<file path="src/rtl/hazard_stall_ctrl.sv">
// hazard_stall_ctrl
//   Pipeline sequencer for the 5-stage core (F, D, E, M, W). It tracks which
//   registers are still being written by instructions in Execute and Memory.
//   Decode is stalled on a read-after-write hazard, because the datapath has
//   no forwarding. A taken branch flushes F/D and D/E. Stall and flush cycles
//   are counted in saturating performance counters.
//
// Ports
//   clk, rst        rising-edge clock, synchronous active-high reset
//   dec_*           Decode instruction: valid, source/dest addresses,
//                   operand-use flags, register-write flag
//   branch_taken    Execute resolved a taken branch this cycle
//   fd_en..mw_en    inter-stage buffer enables
//   fd_flush        load a NOP into F/D
//   de_bubble       load a NOP control word into D/E
//   state           0 RUN, 1 STALL, 2 FLUSH
//   stall_cnt       saturating count of stall cycles
//   flush_cnt       saturating count of flush cycles
module hazard_stall_ctrl #(
  parameter int N            = 3,
  parameter int FLUSH_CYCLES = 1,
  parameter int CNT_W        = 16
) (
  input  logic             clk,
  input  logic             rst,
  input  logic             dec_valid,
  input  logic [N-1:0]     dec_src,
  input  logic [N-1:0]     dec_dst,
  input  logic             dec_uses_src,
  input  logic             dec_uses_dst,
  input  logic             dec_reg_write,
  input  logic             branch_taken,
  output logic             fd_en,
  output logic             de_en,
  output logic             em_en,
  output logic             mw_en,
  output logic             fd_flush,
  output logic             de_bubble,
  output logic [1:0]       state,
  output logic [CNT_W-1:0] stall_cnt,
  output logic [CNT_W-1:0] flush_cnt
);

  typedef enum logic [1:0] {
    ST_RUN   = 2'd0,
    ST_STALL = 2'd1,
    ST_FLUSH = 2'd2
  } state_t;

  localparam logic [1:0] FLUSH_LOAD = 2'(FLUSH_CYCLES - 1);

  state_t           state_reg;
  logic [1:0]       flush_ctr_reg;
  logic [CNT_W-1:0] stall_cnt_reg;
  logic [CNT_W-1:0] flush_cnt_reg;

  // Writer scoreboard: entry 0 = Execute, entry 1 = Memory.
  // The register file writes before it reads, so a writer that has reached
  // WriteBack can never cause a hazard; its entry would never be looked at
  // and is therefore not kept.
  logic         sb_valid_reg [2];
  logic [N-1:0] sb_wa_reg    [2];

  logic [1:0] src_match;
  logic [1:0] dst_match;
  logic       hazard;
  logic       flush_active;
  logic       stall_active;

  genvar gi;
  generate
    for (gi = 0; gi < 2; gi++) begin : g_match
      assign src_match[gi] = sb_valid_reg[gi] && (sb_wa_reg[gi] == dec_src);
      assign dst_match[gi] = sb_valid_reg[gi] && (sb_wa_reg[gi] == dec_dst);
    end
  endgenerate

  assign hazard = dec_valid &&
                  ((dec_uses_src && (|src_match)) || (dec_uses_dst && (|dst_match)));

  // A branch (or an ongoing flush) overrides a hazard: the stalled Decode
  // instruction is discarded rather than held.
  assign flush_active = branch_taken || (state_reg == ST_FLUSH);
  assign stall_active = hazard && !flush_active;

  assign fd_en     = !stall_active;
  assign de_en     = 1'b1;
  assign em_en     = 1'b1;
  assign mw_en     = 1'b1;
  assign fd_flush  = flush_active;
  assign de_bubble = flush_active || stall_active;
  assign state     = state_reg;
  assign stall_cnt = stall_cnt_reg;
  assign flush_cnt = flush_cnt_reg;

  // Scoreboard shift. A bubble enters Execute as an invalid writer.
  always_ff @(posedge clk) begin
    if (rst) begin
      sb_valid_reg[0] <= 1'b0;
      sb_wa_reg[0]    <= '0;
      sb_valid_reg[1] <= 1'b0;
      sb_wa_reg[1]    <= '0;
    end else begin
      sb_valid_reg[0] <= dec_valid && dec_reg_write && !de_bubble;
      sb_wa_reg[0]    <= dec_dst;
      sb_valid_reg[1] <= sb_valid_reg[0];
      sb_wa_reg[1]    <= sb_wa_reg[0];
    end
  end

  // Sequencer FSM and flush-length counter.
  always_ff @(posedge clk) begin
    if (rst) begin
      state_reg     <= ST_RUN;
      flush_ctr_reg <= 2'd0;
    end else if (branch_taken) begin
      flush_ctr_reg <= FLUSH_LOAD;
      state_reg     <= (FLUSH_CYCLES == 1) ? ST_RUN : ST_FLUSH;
    end else begin
      case (state_reg)
        ST_FLUSH: begin
          // Counter holds the number of flush cycles still to come,
          // including this one minus the branch cycle.
          if (flush_ctr_reg <= 2'd1) begin
            flush_ctr_reg <= 2'd0;
            state_reg     <= ST_RUN;
          end else begin
            flush_ctr_reg <= flush_ctr_reg - 2'd1;
          end
        end
        default: state_reg <= hazard ? ST_STALL : ST_RUN;
      endcase
    end
  end

  // Saturating performance counters.
  always_ff @(posedge clk) begin
    if (rst) begin
      stall_cnt_reg <= '0;
      flush_cnt_reg <= '0;
    end else begin
      if (stall_active && (stall_cnt_reg != {CNT_W{1'b1}}))
        stall_cnt_reg <= stall_cnt_reg + 1'b1;
      if (flush_active && (flush_cnt_reg != {CNT_W{1'b1}}))
        flush_cnt_reg <= flush_cnt_reg + 1'b1;
    end
  end

endmodule

</file>
<file path="config.mk">
export PLATFORM = sky130hd
export DESIGN_NAME = hazard_stall_ctrl
export DESIGN_NICKNAME = d
export VERILOG_FILES = /design/src/rtl/hazard_stall_ctrl.sv
export SDC_FILE = /design/constraint.sdc
export NUM_CORES = 1
export LEC_CHECK = 0
export CAP_MARGIN = 10
export CORE_MARGIN = 1.5
export CORE_UTILIZATION = 48
export CTS_CLUSTER_DIAMETER = 120
export CTS_CLUSTER_SIZE = 8
export DETAILED_ROUTE_END_ITERATION = 7
export PLACE_DENSITY = 0.83
export SYNTH_ARGS = -nofsm -noshare
export SYNTH_HDL_FRONTEND = slang
export SYNTH_SLANG_ARGS = --single-unit
</file>
<file path="constraint.sdc">
create_clock -name clk -period 2.25 [get_ports clk]
set_input_delay 0.45 -clock clk [delete_from_list [all_inputs] [get_ports clk]]
set_output_delay 0.45 -clock clk [all_outputs]
set_load 0.02 [all_outputs]
</file>
==> flow_summary.ini <==
[sta]
fmax_mhz = 464
setup_violations = 0
finalCriticalPeriod_ns = 2.15
slew_headroom = 0.518
finalHoldViolations = 0
clock_skew_ns = 0.00605
tightest_slew_ns = 0.721
fin_crit_sh = 0.957
finalMaxSlewViolations = 0
rsz0062_at_grt = false

[logic_synthesis]
synth.most_common_cell = dfxtp_1
synth-edff-count = 0
synth_compound_area_frac = 0.103
postSynthAreaPerCell_sq_um = 8.61
ys.flop_type = dfxtp_1
netlist_instances = 239
synthArstFlopShare = 0
synth-simple-area-share = 0.297
synthAdderAreaFrac = 0.0122
synth_top_area_share = 0.399
synth_top_family_by_area = simple AND/OR/NAND/NOR gates
synth_warnings = 0
synth_top_area_cell = dfxtp_1
synth.area.mux_share = 0.0213
synth-seq-cells = 41
synthXorXnorAreaFrac = 0.111
syn_area_sq_um = 2060
seq_area_frac_synth = 0.399
synth.area.top_cells = dfxtp_1 40%, xnor2_1 7.7%, nor2_1 4.6%, nand3_1 4.4%, nor2b_1 3.6%
synth_cell_types = 45
synthTopCellsByCount = 41 x dfxtp_1, 25 x nor2_1, 18 x nand3_1, 18 x xnor2_1, 15 x nand2_1

[finish]
drive_gt1_frac = 0.121
finalNetCount = 303
n_antenna_cell = 0
utilization = 0.674
fin_cells = 339
syn_to_final_growth_pct = 32.9

[placed_design]
hpwl_mm = 3.21
dp.cells = 330
io_buffers = 48
gp_congestion = 0.813

[routing]
remaining_drc_errors = 0
drtPass1Iterations = 4
vias = 1863
drt_wl_total_mm = 4.50
routed_via_density = 5.50
drt_iter0_drc = 81
wire_per_inst_um = 13.3
antenna_left = 0

[global_routing]
grt_max_degree = 19
grt-ovfl-total = 0
grt_pass1_vias = 1665
track_usage = 0.213
grt_pass1_wl_mm = 7.47
antenna_found_initial = 0

[clock_tree]
cts.clk_slew.worst_paths_ns = 0.08
worst_skew_pair.late_latency_ns = 0.30
clock_path_buffers = 2
clock-root-buffer = clkbuf_8
h-tree-depth = 2
cts.sinks = 41
cts_tree = yes
numCtsBuffers = 5

[setup_path]
crit_buf_inv = 2
crit_family = compound AO/OA/AOI/OAI gates
worstPathCellList = dlygate4sd2_1, xnor2_1, nand4_1, nand2_1, a22o_1, a21o_1, buf_2
r2r-start = stall_cnt[1]
ff2ff_setup_slack_ns = 0.22
arrival_ns = 1.70
worst_setup_path_start_kind = input port
critPathMaxFanout = 3
max_stage_delay_ns = 0.28
r2r_end = stall_cnt[8]
crit_type = input port to output pin
worstPathRequired_ns = 1.80
rr_worst_depth = 6
cp_slowest_cell = dlygate4sd2_1
crit_path_end_kind = output pin

[min_path]
whs_path_depth = 1
min_path_type = flop to flop
min_from = sb_valid_reg[0][0]
hold_end = sb_valid_reg[0][1]

[floorplan]
die_x_um = 68.5
die_area_sq_um = 4690
start_util = 0.507
pin_count = 53
die_h_um = 68.5
row_count = 23
core_sq_um = 4060

[outcome]
status = completed

[run]
cap_violations = 0

[power]
power_mw = 1.48
vdd_drop_max_mv = 0.312
p_per_area_nw_per_um2 = 540
leakagePower_nw = 0.926
==> cell type report <==
cell class / count / area, sq um
Fill cell: 341 / 1320
Multi-Input combinational cell: 180 / 1170
Sequential cell: 41 / 821
Timing Repair Buffer: 57 / 554
Clock buffer: 6 / 82.6
Tap cell: 50 / 62.6
Clock inverter: 2 / 37.5
Inverter: 3 / 11.3
==> worst max path at each step <==
stage	slack, ns	startpoint	to	cells past startpoint
6_report	0.1	dec_dst[0]	de_bubble	7
3_3_place_gp	-0.39	dec_dst[2]	de_bubble	7
5_1_grt	0.05	dec_valid	stall_cnt[3]	9
3_5_place_dp	-0.52	dec_dst[0]	de_bubble	7
4_1_cts	0.005	dec_src[0]	stall_cnt[12]	9
2_1_floorplan	0.30	stall_cnt[0]	stall_cnt[10]	7
==> kinds of logic after synthesis <==
logic type | count (synthesis)
fa+ha+maj | 2
buf+inv | 20
compound gates | 33
other cells | 2
simple gates | 111
mux | 4
flops | 41
xor+xnor | 26
==> cell usage in the layout (no fill, tap or decap), types with 6 or more instances in the layout <==
master	synthesis	routed
xor2_1	8	8
nand2_1	15	15
a21oi_1	13	9
nand4_1	6	6
dfxtp_1	41	41
clkdlybuf4s50_1	0	40
o31ai_1	9	9
nor2b_1	12	11
xnor2_1	18	18
clkbuf_8	0	6
buf_4	6	7
nor2_1	25	25
nand3_1	18	18
or4_1	10	8
==> report_power, final <==
group          total (mW)  switching (mW)  internal, mW  leakage [nW]
clock               0.622           0.261         0.361        0.0574
combinational       0.110          0.0560        0.0535         0.537
sequential          0.745          0.0106         0.735         0.332
total                1.48           0.328          1.15         0.926
==> what timing repair did <==
item                                    in CTS  in global routing
resized for setup                           14                  8
hold buffers                                 0                  0
pin swaps                                    3                  6
setup buffers                                1                  0
endpoints found under the setup margin      13                 12
==> layer usage <==
layer  vias up  global-route usage  wire length [um]
met4         0              0.0825               119
met2        61               0.351              2090
met5         -                   0                 0
li1        934                   -                 -
met3        17              0.0559               263
met1       851               0.263              2030
==> per-stage QoR <==
step	area (sq um)	setup TNS, ns	hold slack, ns	setup slack [ns]
2_1_floorplan	2070	0	0.459	0.301
3_3_place_gp	2590	-4.53	0.478	-0.389
3_5_place_dp	2590	-6.18	0.482	-0.519
4_1_cts	2710	0	0.490	0.00537
5_1_grt	2740	0	0.525	0.0478
6_report	2740	0	0.487	0.0966
Note: power is estimated with default switching activity, not from simulation.
